--- src/rtl/decode_stage_ctrl.sv ---
// decode_stage_ctrl: fetch->execute decode stage with RV32 immediate generation, opcode
// classification and a 2-entry skid buffer. Define DECODE_PERF_EN to add stall/bubble counters.

module decode_immgen (
  input  logic [31:0] instr,
  output logic [31:0] imm,
  output logic        illegal,
  output logic        is_fp
);
  typedef enum logic [6:0] {
    OP_LUI    = 7'b0110111,
    OP_AUIPC  = 7'b0010111,
    OP_JAL    = 7'b1101111,
    OP_JALR   = 7'b1100111,
    OP_BRANCH = 7'b1100011,
    OP_LOAD   = 7'b0000011,
    OP_STORE  = 7'b0100011,
    OP_IMM    = 7'b0010011,
    OP_CALC   = 7'b0110011,
    OP_FLOAD  = 7'b0000111,
    OP_FSTORE = 7'b0100111,
    OP_F      = 7'b1010011
  } opcode_e;

  logic [31:0] imm_i, imm_s, imm_b, imm_u, imm_j;

  assign imm_i = {{20{instr[31]}}, instr[31:20]};
  assign imm_s = {{21{instr[31]}}, instr[30:25], instr[11:7]};
  assign imm_b = {{20{instr[31]}}, instr[7], instr[30:25], instr[11:8], 1'b0};
  assign imm_u = {instr[31:12], 12'h000};
  assign imm_j = {{12{instr[31]}}, instr[19:12], instr[20], instr[30:21], 1'b0};

  // NOTE: every output gets a default before the case so no path leaves one unassigned (no latch).
  always_comb begin
    imm     = '0;
    illegal = 1'b0;
    is_fp   = 1'b0;
    case (instr[6:0])
      OP_LUI, OP_AUIPC:          imm = imm_u;
      OP_JAL:                    imm = imm_j;
      OP_JALR, OP_LOAD, OP_IMM:  imm = imm_i;
      OP_BRANCH:                 imm = imm_b;
      OP_STORE:                  imm = imm_s;
      OP_CALC:                   imm = '0;
      OP_FLOAD:  begin imm = imm_i; is_fp = 1'b1; end
      OP_FSTORE: begin imm = imm_s; is_fp = 1'b1; end
      OP_F:                      is_fp = 1'b1;
      default:                   illegal = 1'b1;
    endcase
  end
endmodule

module decode_stage_ctrl #(
  parameter int unsigned          XLEN     = 32,
  parameter logic [XLEN-1:0]      RESET_PC = '0
) (
  input  logic            clk,
  input  logic            rst,
  input  logic            in_valid,
  output logic            in_ready,
  input  logic [XLEN-1:0] in_instr,
  input  logic [XLEN-1:0] in_pc,
  input  logic            flush,
  output logic            out_valid,
  input  logic            out_ready,
  output logic [XLEN-1:0] out_instr,
  output logic [XLEN-1:0] out_pc,
  output logic [XLEN-1:0] out_imm,
  output logic            out_illegal,
  output logic            out_is_fp
`ifdef DECODE_PERF_EN
  ,
  output logic [31:0]     stall_cycles,
  output logic [31:0]     bubble_cycles
`endif
);
  typedef enum logic [1:0] {EMPTY, ONE, TWO} state_e;

  typedef struct packed {
    logic [XLEN-1:0] instr;
    logic [XLEN-1:0] pc;
    logic [XLEN-1:0] imm;
    logic            illegal;
    logic            is_fp;
  } entry_t;

  state_e      state_q, state_d;
  entry_t      head_q, head_d;
  entry_t      skid_q, skid_d;
  logic        in_ready_q, in_ready_d;
  entry_t      new_entry;
  logic [31:0] gen_imm;
  logic        gen_illegal, gen_is_fp;
  logic        in_fire, out_fire;

  decode_immgen u_immgen (
    .instr   (in_instr),
    .imm     (gen_imm),
    .illegal (gen_illegal),
    .is_fp   (gen_is_fp)
  );

  assign new_entry = '{instr: in_instr, pc: in_pc, imm: gen_imm,
                       illegal: gen_illegal, is_fp: gen_is_fp};

  // Ready comes from a flop; the rst mask only holds it low while reset is applied.
  assign in_ready  = in_ready_q & ~rst;
  assign out_valid = (state_q != EMPTY);
  assign in_fire   = in_valid & in_ready;
  assign out_fire  = out_valid & out_ready;

  assign out_instr   = head_q.instr;
  assign out_pc      = head_q.pc;
  assign out_imm     = head_q.imm;
  assign out_illegal = head_q.illegal;
  assign out_is_fp   = head_q.is_fp;

  always_comb begin
    state_d = state_q;
    head_d  = head_q;
    skid_d  = skid_q;
    case (state_q)
      EMPTY: if (in_fire) begin
        state_d = ONE;
        head_d  = new_entry;
      end
      ONE: begin
        if (in_fire && out_fire) begin
          head_d = new_entry;
        end else if (in_fire) begin
          state_d = TWO;
          skid_d  = new_entry;
        end else if (out_fire) begin
          state_d = EMPTY;
        end
      end
      TWO: if (out_fire) begin
        state_d = ONE;
        head_d  = skid_q;
      end
      default: state_d = EMPTY;
    endcase
    if (flush) begin
      state_d = EMPTY;
      head_d  = head_q;
      skid_d  = skid_q;
    end
    in_ready_d = (state_d != TWO);
  end

  // NOTE: sequential state uses non-blocking assignments so every flop samples pre-edge values.
  always_ff @(posedge clk) begin
    if (rst) begin
      state_q    <= EMPTY;
      in_ready_q <= 1'b1;
      head_q     <= '{instr: 32'h0000_0013, pc: RESET_PC, imm: '0, illegal: 1'b0, is_fp: 1'b0};
    end else begin
      state_q    <= state_d;
      in_ready_q <= in_ready_d;
      head_q     <= head_d;
    end
  end

  // NOTE: skid storage needs no reset; it is only read after a capture has written it.
  always_ff @(posedge clk) begin
    skid_q <= skid_d;
  end

`ifdef DECODE_PERF_EN
  logic [31:0] stall_q, stall_d, bubble_q, bubble_d;

  always_comb begin
    stall_d  = stall_q + {31'b0, out_valid & ~out_ready};
    bubble_d = bubble_q + {31'b0, ~out_valid};
  end

  always_ff @(posedge clk) begin
    if (rst) begin
      stall_q  <= '0;
      bubble_q <= '0;
    end else begin
      stall_q  <= stall_d;
      bubble_q <= bubble_d;
    end
  end

  assign stall_cycles  = stall_q;
  assign bubble_cycles = bubble_q;
`endif
endmodule

--- config.mk ---
export PLATFORM = sky130hd
export DESIGN_NAME = decode_stage_ctrl
export DESIGN_NICKNAME = d
export VERILOG_FILES = /design/src/rtl/decode_stage_ctrl.sv
export SDC_FILE = /design/constraint.sdc
export NUM_CORES = 1
export LEC_CHECK = 0
export ABC_AREA = 1
export BUFFER_PORTS_ARGS = -buffer_cell sky130_fd_sc_hd__buf_2
export CELL_PAD_IN_SITES_DETAIL_PLACEMENT = 1
export CELL_PAD_IN_SITES_GLOBAL_PLACEMENT = 1
export CORE_MARGIN = 4
export CORE_UTILIZATION = 35
export DETAILED_ROUTE_END_ITERATION = 10
export PLACE_DENSITY = 0.66
export SYNTH_ARGS = -nofsm -noshare
export SYNTH_HDL_FRONTEND = slang
export SYNTH_SLANG_ARGS = --single-unit
--- constraint.sdc ---
create_clock -name clk -period 23.5 [get_ports clk]
set_input_delay 2.35 -clock clk [delete_from_list [all_inputs] [get_ports clk]]
set_output_delay 2.35 -clock clk [all_outputs]
set_load 0.1 [all_outputs]
### Yosys cells after proc, flatten, opt, wreduce, memory -nomap -nowiden

Index checks and enable logic that the tools add are counted.
Widths: inputs -> output; s select.

| cells by class | value |
|---|---|
| mux-type cells | 14 |
| equal/unequal tests | 18 |
| reductions and logical operators | 11 |
| bitwise operators | 6 |

Operators by type and width:

| kind | number |
|---|---|
| $mux 98 | 3 |
| $pmux 98 s3 | 1 |
| $pmux 32 s5 | 1 |
| $eq 7x6->1 const B | 4 |
| $eq 7x7->1 const B | 4 |
| $eq 7x5->1 const B | 2 |
| $mux 2 | 6 |
| $reduce_or 12->1 | 1 |
| $ne 2x2->1 const B | 4 |
| $eq 7x2->1 const B | 1 |
| $eq 7x3->1 const B | 1 |
| $pmux 2 s3 | 1 |
| $reduce_and 5->1 | 1 |
| $reduce_and 4->1 | 1 |
| $reduce_or 2->1 | 2 |
| $reduce_or 4->1 | 1 |
| $and 1x1->1 | 3 |
| $not 1->1 | 3 |
| $reduce_bool 3->1 | 1 |
| $reduce_or 3->1 | 1 |
| $eq 2x1->1 const B | 1 |
| $eq 2x2->1 const B | 1 |
| $logic_not 2->1 | 1 |
| $mux 1 | 2 |
| other kinds (2) | 2 |

| word-level totals | value |
|---|---|
| register bits | 199 |

### Depth between registers and ports, before layout

Gate-level depths: netlist (run 1).

| depth | value |
|---|---|
| depth after elaboration | 8 |
| mapped depth | 11 |
| depth with buffers taken out | 10 |

### Cells and area by module

From an unflattened synthesis (run 1), not the netlist that was laid out.

| unflattened totals | value |
|---|---|
| cells, all modules | 1211 |
| area total of the unflattened synthesis | 9220.1 um2 |

Modules (own cells, without submodules):

| module | cells each | times used | area an instance (um2) |
|---|---|---|---|
| decode_stage_ctrl | 1075 | 1 | 8485.6 |
| decode_immgen | 136 | 1 | 734.5 |

### Least setup slack after synthesis (run 1)

No wires, ideal clock.

| path | value |
|---|---|
| kind | input-to-reg |
| start | in rst |
| end | reg skid_q[0] (netlist name) (enable) |
| stages on the path | 3 |
| arrival time | 13.270 ns |
| path slack | 9.430 ns |
| library setup time | 0.800 ns |
| cells stage by stage | nor2_1 > nand2_1 > nor4_1 |

| between the ends | value |
|---|---|
| cells in the longest elaborated chain, start to end | 6 |

Ends and longest elaborated chain:

| what | line | text |
|---|---|---|
| start, declared | 58 | `input logic rst,` |
| $not 1->1 (*) | 107 | `assign in_ready = in_ready_q & ~rst;` |
| $and 1x1->1 (*) | 107 |  |
| $and 1x1->1 (*) | 109 | `assign in_fire = in_valid & in_ready;` |
| $logic_and 1x1->1 | 128 | `if (in_fire && out_fire) begin` |
| $not 1->1 (no line) | - |  |
| $reduce_and 4->1 (no line) (*) | - |  |
| end signal, assigned | 166 | `skid_q <= skid_d;` |
| end, declared | 89 | `entry_t skid_q, skid_d;` |

Every way passes the cells marked *; elsewhere a longest branch is shown, timed or not.
A chain may end at the register's enable or synchronous reset.

### Worst setup path in the final report (run 1)

| path | value |
|---|---|
| start | in rst |
| end | out in_ready |

| between the ends | value |
|---|---|
| cells in the longest elaborated chain, start to end | 2 |

Ends and longest elaborated chain:

| what | line | text |
|---|---|---|
| $not 1->1 | 107 |  |
| $and 1x1->1 | 107 |  |
| end, declared | 60 | `output logic in_ready,` |

No other way between the ends.

==> impl_metrics.xml, run 1 <==
<?xml version="1.0" encoding="UTF-8"?>
<metrics>
  <group name="cells_and_area">
    <metric name="mostFrequentLayoutCells" unit="">nand2_1, buf_2, dfxtp_1</metric>
    <metric name="multi_input_area" unit="um2">2830</metric>
    <metric name="num-fill-cells" unit="">2603</metric>
    <metric name="ff_latch_area" unit="um2">4960</metric>
    <metric name="diodes" unit="">0</metric>
    <metric name="finalNetCount" unit="">1006</metric>
    <metric name="layout-drive-gt1-share" unit="">0.257</metric>
    <metric name="final_common_cell" unit="">nand2_1</metric>
    <metric name="area_delta_synth_final" unit="%">19.8</metric>
  </group>
  <group name="grt">
    <metric name="grt_util_all_layers" unit="">0.176</metric>
    <metric name="initial_antenna_violation_count" unit="">0</metric>
    <metric name="largest_net_degree_at_the_start_of_global_routing" unit="">83</metric>
    <metric name="grt_remaining_overflow" unit="">0</metric>
    <metric name="grt_first_pass_wirelength" unit="um">36500</metric>
    <metric name="grt_pass1_vias" unit="">6620</metric>
  </group>
  <group name="detailed_routing">
    <metric name="first_pass_iters" unit="">5</metric>
    <metric name="drcViolationCount" unit="">0</metric>
    <metric name="mean_number_of_vias_per_cell" unit="">5.18</metric>
    <metric name="vias" unit="">6401</metric>
    <metric name="totalWireLength" unit="um">22500</metric>
    <metric name="initialDrtViolationCount" unit="">330</metric>
    <metric name="ant_nets" unit="">0</metric>
    <metric name="post_drt_wl_per_cell" unit="um">18.2</metric>
  </group>
  <group name="worst_hold_path">
    <metric name="worst_hold_path_type" unit="">reg -&gt; reg</metric>
    <metric name="whs_path_depth" unit="">2</metric>
  </group>
  <group name="timing">
    <metric name="finalHoldViolCount" unit="">0</metric>
    <metric name="rsz0062_at_grt" unit="">no</metric>
    <metric name="slew_violations" unit="">0</metric>
    <metric name="min_period_over_period" unit="">0.229</metric>
    <metric name="setup_viol" unit="">0</metric>
    <metric name="timing.final.ws_setup" unit="ns">18.11</metric>
    <metric name="least_margin_pin_slew" unit="ns">0.875</metric>
    <metric name="fmaxAchievable" unit="MHz">185</metric>
    <metric name="fin_setup_tns" unit="ns">0</metric>
    <metric name="finalClockSkew" unit="ns">0.0149</metric>
    <metric name="relSlewSlack" unit="">0.417</metric>
    <metric name="fin_crit" unit="ns">5.39</metric>
    <metric name="holdWs" unit="ns">0.478</metric>
  </group>
  <group name="yosys">
    <metric name="yosys_most_used_dff" unit="">dfxtp_1</metric>
    <metric name="yosys_warnings" unit="">0</metric>
    <metric name="syn_nets" unit="">869</metric>
    <metric name="synth_seq_area_share" unit="">0.612</metric>
    <metric name="ys_async_sr_fraction" unit="">0</metric>
    <metric name="synth_area_leaders" unit="">edfxtp_1, dfxtp_1, nand2_1</metric>
    <metric name="synth_top_area_share" unit="">0.363</metric>
    <metric name="yosys.cell_types.count" unit="">33</metric>
    <metric name="yosysTopAreaCell" unit="">edfxtp_1</metric>
    <metric name="number_of_enable_flip_flop_cells_after_synthesis" unit="">98</metric>
    <metric name="synth.cell_area" unit="um2">8120</metric>
    <metric name="synth_seq_cells" unit="">199</metric>
    <metric name="post_synth_inst_count" unit="">800</metric>
    <metric name="average_instance_area_after_synthesis" unit="um2">10.1</metric>
  </group>
  <group name="pwr">
    <metric name="max-vdd-ir-drop" unit="V">0.0000412</metric>
    <metric name="report.power.total" unit="mW">0.795</metric>
    <metric name="power-per-cell-area" unit="nW/um2">81.7</metric>
    <metric name="total_leakage_power" unit="nW">4.35</metric>
  </group>
  <group name="clock_tree">
    <metric name="source_to_sink_clock_delay_at_the_later_pin_of_the_worst_skew_pair" unit="ns">0.44</metric>
    <metric name="clk_transition_reported_paths" unit="ns">0.07</metric>
    <metric name="clock-root-buffer" unit="">clkbuf_16</metric>
    <metric name="clock_tree_from_tritoncts" unit="">done</metric>
    <metric name="max-clock-path-buffers" unit="">2</metric>
    <metric name="post-cts-setup-buffers" unit="">0</metric>
    <metric name="cts_htree_levels" unit="">4</metric>
    <metric name="cts_hold_buffers" unit="">0</metric>
    <metric name="clock-sinks" unit="">199</metric>
    <metric name="cts_repair_resize_count" unit="">0</metric>
    <metric name="tritoncts_buffer_count" unit="">17</metric>
  </group>
  <group name="floorplan">
    <metric name="dieHeight" unit="um">160</metric>
    <metric name="initial_utilization" unit="">0.357</metric>
    <metric name="floorplan.die_area" unit="um2">25700</metric>
    <metric name="floorplan.core_area" unit="um2">22700</metric>
    <metric name="pin_count" unit="">169</metric>
    <metric name="placementRows" unit="">55</metric>
    <metric name="fp.dieW" unit="um">160</metric>
  </group>
  <group name="placed_design">
    <metric name="place_ws" unit="ns">18.10</metric>
    <metric name="number_of_buffer_cells_added_on_primary_ports" unit="">168</metric>
    <metric name="dp_hpwl" unit="um">14400</metric>
    <metric name="place.gp.congestion" unit="">0.717</metric>
  </group>
  <group name="setup_path">
    <metric name="worst-r2r-cell-count" unit="">7</metric>
    <metric name="worstSetupPathType" unit="">in -&gt; out</metric>
    <metric name="worst-path-max-fanout" unit="">4</metric>
    <metric name="arrival_time_worst_endpoint" unit="ns">3.04</metric>
    <metric name="critical_path_capture_point_type" unit="">primary output</metric>
    <metric name="startpoint_type" unit="">input pin</metric>
    <metric name="critPathRequiredTime" unit="ns">21.15</metric>
  </group>
  <group name="flow_run">
    <metric name="max_cap_violations" unit="">0</metric>
  </group>
  <group name="outcome">
    <metric name="status" unit="">finished, final reports clean</metric>
  </group>
</metrics>
-- logic make-up (layout without fill, tap and decap cells) --
family | count (synthesis) | in the layout | synth area share
compound gates | 194 | 194 | 0.158
buf+inv | 76 | 226 | 0.0416
flops | 199 | 199 | 0.612
simple gates | 331 | 331 | 0.188
-- sequential cells by signal, summed over array words and instances (netlist names) --
signal / count
state_q: 2
out_illegal: 1
out_pc: 32
out_instr: 32
out_imm: 32
in_ready_q: 1
skid_q: 98
out_is_fp: 1
-- power breakdown --
group          internal, mW  switching [mW]
registers             0.372         0.00458
logic                0.0207          0.0960
clock network         0.164           0.137
total                 0.557           0.238
-- worst max-delay path, cell delays in order --
cell	delay [ns]
buf_2	0.13
nor2_1	0.12
buf_2	0.44
-- synthesized netlist by cell type, drive strengths merged, types with 2 or more instances --
| master | instances |
|---|---|
| o211ai | 3 |
| a21boi | 7 |
| nor2 | 24 |
| o211a | 56 |
| o21ai | 49 |
| a21oi | 77 |
| clkbuf | 34 |
| nor4 | 2 |
| buf | 23 |
| dfxtp | 101 |
| edfxtp | 98 |
| or2 | 3 |
| nand2 | 195 |
| nand3 | 86 |
| nand4 | 17 |
| inv | 18 |
| nor3 | 4 |
-- final cells by class --
cell class                 instances  share of cell area
inverter                          19             0.00785
tap                              285              0.0367
timing repair buffer             175              0.0919
multi-input combinational        525               0.291
clock buffer                      19              0.0456
sequential                       199               0.511
clock inverter                    13              0.0166
-- metrics by stage --
stage / cells / instance area [um2] / util
2_1_floorplan: 800 / 8120 / -
3_3_place_gp: 1203 / 9120 / 0.401
3_5_place_dp: 1203 / 9120 / 0.401
4_1_cts: 1235 / 9720 / 0.428
5_1_grt: 1235 / 9720 / 0.428
6_report: 1235 / 9720 / 0.428
-- path summary, 6_finish.rpt --
path | startpoint | endpoint | slack, ns
setup / recovery | rst | in_ready | 18.11
setup reg to reg | state_q[1]$_SDFF_PP0_ | out_instr[16]$_SDFFE_PP0P_ | 20.60
hold reg to reg | out_instr[0]$_SDFFE_PP1P_ | out_instr[0]$_SDFFE_PP1P_ | 0.48
hold / removal | out_instr[0]$_SDFFE_PP1P_ | out_instr[0]$_SDFFE_PP1P_ | 0.48
-- routing by layer --
metal  wire length, um  part of all wire  vias up  track usage
li1                  -                 -     3112            -
met1             11100              0.49     3134        0.244
met2             10300              0.46      143        0.281
met3               938             0.042       12       0.0379
met4               159            0.0071        0       0.0422
met5                 0                 0        -            0
(Power assumes the default switching activity.)
==> run 2: changes to the inputs <==
Settings changed: PLACE_DENSITY 0.66 to 0.69.
Clock period 23.5 ns to 4.6 ns, I/O delays scaled along.
==> impl_metrics.xml, run 2 (synthesis results as in run 1) <==
<?xml version="1.0" encoding="UTF-8"?>
<metrics>
  <group name="timing">
    <metric name="slew_violations" unit="">0</metric>
    <metric name="min_period_over_period" unit="">0.653</metric>
    <metric name="finalClockSkew" unit="ns">0.0202</metric>
    <metric name="least_margin_pin_slew" unit="ns">1.05</metric>
    <metric name="setup_viol" unit="">0</metric>
    <metric name="relSlewSlack" unit="">0.303</metric>
    <metric name="fin_crit" unit="ns">3.00</metric>
    <metric name="holdWs" unit="ns">0.214</metric>
    <metric name="fmaxAchievable" unit="MHz">333</metric>
    <metric name="rsz0062_at_grt" unit="">no</metric>
    <metric name="finalHoldViolCount" unit="">0</metric>
  </group>
  <group name="placed_design">
    <metric name="placedInstanceArea" unit="um2">9150</metric>
    <metric name="number_of_buffer_cells_added_on_primary_ports" unit="">168</metric>
    <metric name="place.gp.congestion" unit="">0.734</metric>
    <metric name="dp_hpwl" unit="um">14600</metric>
  </group>
  <group name="worst_hold_path">
    <metric name="hold_path_end" unit="">skid_q[59]$_DFFE_PP_</metric>
    <metric name="worst_hold_path_type" unit="">in -&gt; reg</metric>
    <metric name="whs_path_depth" unit="">1</metric>
    <metric name="hp-start" unit="">in_pc[25]</metric>
  </group>
  <group name="floorplan">
    <metric name="dieHeight" unit="um">160</metric>
    <metric name="placementRows" unit="">55</metric>
    <metric name="initial_utilization" unit="">0.357</metric>
    <metric name="fp.dieW" unit="um">160</metric>
    <metric name="floorplan.die_area" unit="um2">25700</metric>
    <metric name="floorplan.core_area" unit="um2">22700</metric>
    <metric name="pin_count" unit="">169</metric>
  </group>
  <group name="grt">
    <metric name="grt_util_all_layers" unit="">0.175</metric>
    <metric name="grt_remaining_overflow" unit="">0</metric>
    <metric name="grt_pass1_vias" unit="">6584</metric>
    <metric name="initial_antenna_violation_count" unit="">0</metric>
    <metric name="grt_first_pass_wirelength" unit="um">36500</metric>
    <metric name="largest_net_degree_at_the_start_of_global_routing" unit="">88</metric>
  </group>
  <group name="pwr">
    <metric name="power-per-cell-area" unit="nW/um2">409</metric>
    <metric name="report.power.total" unit="mW">3.98</metric>
    <metric name="power.combinational.fraction" unit="">0.150</metric>
    <metric name="p_switching" unit="mW">1.25</metric>
    <metric name="cellInternalPower" unit="mW">2.73</metric>
    <metric name="p_seq_frac" unit="">0.485</metric>
    <metric name="clock_power_share" unit="">0.365</metric>
    <metric name="max-vdd-ir-drop" unit="V">0.000174</metric>
    <metric name="switching_share" unit="">0.314</metric>
    <metric name="total_leakage_power" unit="nW">4.35</metric>
  </group>
  <group name="setup_path">
    <metric name="worst-r2r-cell-count" unit="">7</metric>
    <metric name="crit_path_top_delay_cell" unit="">clkinv_2</metric>
    <metric name="cp_num_buf_inv" unit="">3</metric>
    <metric name="worstPathCellList" unit="">inv_1 &gt; nor2_4 &gt; clkinv_2 &gt; buf_4 &gt; nand2_1 &gt; nand3_1 &gt; o211a_1</metric>
    <metric name="arrival_time_worst_endpoint" unit="ns">3.32</metric>
    <metric name="worst-path-max-fanout" unit="">69</metric>
    <metric name="critPathRequiredTime" unit="ns">4.92</metric>
    <metric name="rr_endpoint" unit="">out_pc[28]$_SDFFE_PP0P_</metric>
    <metric name="critPathMaxStageDelay" unit="ns">0.95</metric>
    <metric name="worstSetupPathType" unit="">reg -&gt; reg</metric>
    <metric name="path_delay_family" unit="">buffers and inverters</metric>
    <metric name="setup.reg_to_reg.worst_slack" unit="ns">1.60</metric>
    <metric name="startpoint_type" unit="">flop</metric>
    <metric name="r2r-start" unit="">state_q[1]$_SDFF_PP0_</metric>
    <metric name="critical_path_capture_point_type" unit="">flop</metric>
  </group>
  <group name="cells_and_area">
    <metric name="layout.cell_area.non_filler" unit="um2">9710</metric>
    <metric name="largest_reg_flops" unit="">98</metric>
    <metric name="finalNetCount" unit="">1008</metric>
    <metric name="diodes" unit="">0</metric>
    <metric name="area_delta_synth_final" unit="%">19.7</metric>
    <metric name="largest-register" unit="">skid_q</metric>
    <metric name="final_common_cell" unit="">nand2_1</metric>
    <metric name="mostFrequentLayoutCells" unit="">nand2_1, buf_2, dfxtp_1</metric>
    <metric name="layout-drive-gt1-share" unit="">0.262</metric>
  </group>
  <group name="clock_tree">
    <metric name="clk_transition_reported_paths" unit="ns">0.08</metric>
    <metric name="cts_repair_resize_count" unit="">0</metric>
    <metric name="cts_htree_levels" unit="">4</metric>
    <metric name="clock-root-buffer" unit="">clkbuf_16</metric>
    <metric name="post-cts-setup-buffers" unit="">0</metric>
    <metric name="clock_tree_from_tritoncts" unit="">done</metric>
    <metric name="cts_hold_buffers" unit="">0</metric>
    <metric name="source_to_sink_clock_delay_at_the_later_pin_of_the_worst_skew_pair" unit="ns">0.44</metric>
    <metric name="tritoncts_buffer_count" unit="">17</metric>
    <metric name="max-clock-path-buffers" unit="">2</metric>
    <metric name="clock-sinks" unit="">199</metric>
  </group>
  <group name="detailed_routing">
    <metric name="vias" unit="">6423</metric>
    <metric name="first_pass_iters" unit="">4</metric>
    <metric name="mean_number_of_vias_per_cell" unit="">5.19</metric>
    <metric name="drcViolationCount" unit="">0</metric>
    <metric name="totalWireLength" unit="um">22600</metric>
    <metric name="ant_nets" unit="">0</metric>
    <metric name="post_drt_wl_per_cell" unit="um">18.2</metric>
    <metric name="initialDrtViolationCount" unit="">385</metric>
  </group>
  <group name="flow_run">
    <metric name="max_cap_violations" unit="">0</metric>
  </group>
  <group name="outcome">
    <metric name="status" unit="">finished, final reports clean</metric>
  </group>
</metrics>
## run 2: cell types whose count changed in the layout (fill, tap and decap cells not counted), sizes merged
| cell | delta |
|---|---|
| clkbuf | -2 |
| buf | +2 |
| bufinv | -2 |
| clkinvlp | +1 |
| clkinv | +2 |
| inv | +1 |
## run 2: layer usage
layer	vias up	track usage	wire (um)
met3	9	0.0361	953
li1	3113	-	-
met5	-	0	0
met4	0	0.0375	103
met2	137	0.280	10400
met1	3164	0.247	11100
## run 2: power groups by stage
| stage | Combinational, mW | Sequential (mW) | Clock [mW] |
|---|---|---|---|
| floorplan | 0.131 | 2.30 | 0 |
| global placement | 0.597 | 1.97 | 0 |
| detailed placement | 0.601 | 1.97 | 0 |
| CTS | 0.603 | 1.93 | 1.49 |
| global route | 0.630 | 1.93 | 1.57 |
| finish | 0.597 | 1.93 | 1.45 |
## run 2: cell type report
type	instances	area (um2)
clock buffers	17	425
clock inverters	15	138
fillers	2612	13000
inverters	19	76.3
multi-input cells	525	2850
flip-flops and latches	199	4960
well taps	285	357
repair buffers	177	908
## run 2: how the worst max path moves through the flow
stage | slack [ns] | cells after the start | endpoint | start
floorplan | -0.15 | 3 | skid_q[0]$_DFFE_PP_ | rst
global placement | 1.62 | 7 | out_instr[7]$_SDFFE_PP0P_ | state_q[1]$_SDFF_PP0_
detailed placement | 1.51 | 7 | out_pc[28]$_SDFFE_PP0P_ | state_q[1]$_SDFF_PP0_
CTS | 1.50 | 7 | out_pc[28]$_SDFFE_PP0P_ | state_q[1]$_SDFF_PP0_
global route | 1.29 | 7 | out_pc[30]$_SDFFE_PP0P_ | state_q[1]$_SDFF_PP0_
finish | 1.60 | 7 | out_pc[28]$_SDFFE_PP0P_ | state_q[1]$_SDFF_PP0_
## run 2: metrics by stage
| stage | utilization | worst slack [ns] | std cells | TNS [ns] |
|---|---|---|---|---|
| 3_5_place_dp | 0.403 | 1.51 | 1205 | 0 |
| 6_report | 0.428 | 1.60 | 1237 | 0 |
| 3_3_place_gp | 0.403 | 1.62 | 1205 | 0 |
| 2_1_floorplan | - | -0.148 | 800 | -14.54 |
| 4_1_cts | 0.428 | 1.50 | 1237 | 0 |
| 5_1_grt | 0.428 | 1.29 | 1237 | 0 |
==> run 3: changes to the inputs <==
Clock period 4.6 ns to 2.7 ns, I/O delays scaled along.
==> impl_metrics.xml, run 3 (synthesis results as in run 1) <==
<?xml version="1.0" encoding="UTF-8"?>
<metrics>
  <group name="floorplan">
    <metric name="fp.dieW" unit="um">160</metric>
    <metric name="dieHeight" unit="um">160</metric>
    <metric name="floorplan.core_area" unit="um2">22700</metric>
    <metric name="placementRows" unit="">55</metric>
    <metric name="floorplan.die_area" unit="um2">25700</metric>
    <metric name="pin_count" unit="">169</metric>
    <metric name="initial_utilization" unit="">0.357</metric>
  </group>
  <group name="pwr">
    <metric name="cellInternalPower" unit="mW">4.93</metric>
    <metric name="p_seq_frac" unit="">0.470</metric>
    <metric name="total_leakage_power" unit="nW">4.43</metric>
    <metric name="p_switching" unit="mW">2.04</metric>
    <metric name="power.combinational.fraction" unit="">0.148</metric>
    <metric name="max-vdd-ir-drop" unit="V">0.000376</metric>
    <metric name="clock_power_share" unit="">0.381</metric>
    <metric name="report.power.total" unit="mW">6.98</metric>
    <metric name="switching_share" unit="">0.293</metric>
    <metric name="power-per-cell-area" unit="nW/um2">705</metric>
  </group>
  <group name="cells_and_area">
    <metric name="finalNetCount" unit="">1014</metric>
    <metric name="mostFrequentLayoutCells" unit="">nand2_1, buf_2, dfxtp_1</metric>
    <metric name="final_util" unit="">0.436</metric>
    <metric name="diodes" unit="">0</metric>
    <metric name="layout-drive-gt1-share" unit="">0.266</metric>
    <metric name="largest_reg_flops" unit="">98</metric>
    <metric name="area_delta_synth_final" unit="%">21.9</metric>
    <metric name="largest-register" unit="">skid_q</metric>
    <metric name="final_common_cell" unit="">nand2_1</metric>
  </group>
  <group name="timing">
    <metric name="finalClockSkew" unit="ns">0.0111</metric>
    <metric name="relSlewSlack" unit="">0.494</metric>
    <metric name="min_period_over_period" unit="">0.693</metric>
    <metric name="timing.final.ws_setup" unit="ns">0.829</metric>
    <metric name="fmaxAchievable" unit="MHz">534</metric>
    <metric name="setup_viol" unit="">0</metric>
    <metric name="finalHoldViolCount" unit="">0</metric>
    <metric name="least_margin_pin_slew" unit="ns">0.760</metric>
    <metric name="rsz0062_at_grt" unit="">no</metric>
    <metric name="slew_violations" unit="">0</metric>
    <metric name="holdWs" unit="ns">0.0320</metric>
    <metric name="fin_crit" unit="ns">1.87</metric>
  </group>
  <group name="clock_tree">
    <metric name="cts_repair_resize_count" unit="">0</metric>
    <metric name="post-cts-setup-buffers" unit="">0</metric>
    <metric name="source_to_sink_clock_delay_at_the_later_pin_of_the_worst_skew_pair" unit="ns">0.43</metric>
    <metric name="clock_tree_from_tritoncts" unit="">done</metric>
    <metric name="clock-sinks" unit="">199</metric>
    <metric name="clock-root-buffer" unit="">clkbuf_16</metric>
    <metric name="tritoncts_buffer_count" unit="">17</metric>
    <metric name="cts_htree_levels" unit="">4</metric>
    <metric name="max-clock-path-buffers" unit="">2</metric>
    <metric name="clk_transition_reported_paths" unit="ns">0.08</metric>
  </group>
  <group name="grt">
    <metric name="grt_pass1_vias" unit="">6648</metric>
    <metric name="initial_antenna_violation_count" unit="">0</metric>
    <metric name="grt_util_all_layers" unit="">0.178</metric>
    <metric name="largest_net_degree_at_the_start_of_global_routing" unit="">103</metric>
    <metric name="grt_first_pass_wirelength" unit="um">36900</metric>
    <metric name="grt_remaining_overflow" unit="">0</metric>
  </group>
  <group name="placed_design">
    <metric name="place.gp.congestion" unit="">0.787</metric>
    <metric name="dp_hpwl" unit="um">14900</metric>
    <metric name="place_ws" unit="ns">0.731</metric>
    <metric name="number_of_buffer_cells_added_on_primary_ports" unit="">168</metric>
  </group>
  <group name="detailed_routing">
    <metric name="drcViolationCount" unit="">0</metric>
    <metric name="mean_number_of_vias_per_cell" unit="">5.25</metric>
    <metric name="post_drt_wl_per_cell" unit="um">18.5</metric>
    <metric name="first_pass_iters" unit="">5</metric>
    <metric name="initialDrtViolationCount" unit="">390</metric>
    <metric name="vias" unit="">6520</metric>
    <metric name="ant_nets" unit="">0</metric>
    <metric name="totalWireLength" unit="um">23000</metric>
  </group>
  <group name="setup_path">
    <metric name="critPathRequiredTime" unit="ns">3.02</metric>
    <metric name="startpoint_type" unit="">flop</metric>
    <metric name="critical_path_capture_point_type" unit="">flop</metric>
    <metric name="worstSetupPathType" unit="">reg -&gt; reg</metric>
    <metric name="arrival_time_worst_endpoint" unit="ns">2.19</metric>
    <metric name="worst-r2r-cell-count" unit="">10</metric>
    <metric name="worst-path-max-fanout" unit="">47</metric>
  </group>
  <group name="worst_hold_path">
    <metric name="whs_path_depth" unit="">1</metric>
    <metric name="worst_hold_path_type" unit="">in -&gt; reg</metric>
  </group>
  <group name="outcome">
    <metric name="status" unit="">finished, final reports clean</metric>
  </group>
  <group name="flow_run">
    <metric name="max_cap_violations" unit="">0</metric>
  </group>
</metrics>
## run 3: cell count changes in the layout (fill, tap and decap cells not counted), moves of 2 or more
cell	before	now
buf_12	0	7
inv_8	4	0
bufinv_16	0	3
inv_6	3	6
buf_4	9	7
clkinv_4	2	0
clkinvlp_4	3	1
## run 3: area by class of cell
class / instances / area [um2]
clock inverter: 13 / 165
timing repair buffer: 183 / 1040
multi-input combinational: 525 / 2850
clock buffer: 19 / 443
sequential: 199 / 4970
fill: 2608 / 12800
tap: 285 / 357
inverter: 19 / 76.3
## run 3: power groups by stage
stage / clock network [mW] / logic, mW / registers [mW]
floorplan: 0 / 0.222 / 3.91
global placement: 0 / 1.03 / 3.35
detailed placement: 0 / 1.04 / 3.35
CTS: 2.74 / 1.04 / 3.28
global route: 2.88 / 1.09 / 3.29
finish: 2.66 / 1.03 / 3.28
## run 3: repair_timing
action / 4_1_cts / 5_1_grt
hold buffers: 0 / 1
endpoints found under the hold margin: 0 / 1
endpoints found under the setup margin: 0 / 0
## run 3: critical path, stage by stage, from the launching register on
cell and delay, ns:
dfxtp_1 0.34, inv_2 0.11, nand2_1 0.06, nand2_1 0.05, nand2_1 0.06, a21oi_1 0.14, nand2_2 0.10, inv_4 0.34
buf_12 0.28, nand3_1 0.11, o211a_1 0.12
## run 3: final timing paths
path,to,start,slack [ns]
worst max register to register,out_instr[24]$_SDFFE_PP0P_,state_q[0]$_SDFF_PP0_,0.83
worst min-delay path,skid_q[34]$_DFFE_PP_,in_pc[0],0.03
worst max-delay path,out_instr[24]$_SDFFE_PP0P_,state_q[0]$_SDFF_PP0_,0.83
worst min register to register,out_instr[0]$_SDFFE_PP1P_,out_instr[0]$_SDFFE_PP1P_,0.47
## run 3: metal layers
metal  up-vias  wire (um)  global-route usage
met5         -          0                   0
met4         0        179              0.0399
met3        10       1190              0.0434
met2       149      10700               0.285
met1      3230      10900               0.245
li1       3131          -                   -
## run 3: per-stage QoR
step,setup TNS (ns),std cells,instance area (um2)
floorplan,-190.82,800,8140
global placement,0,1210,9280
detailed placement,0,1210,9280
CTS,0,1242,9890
global route,0,1243,9900
finish,0,1243,9900
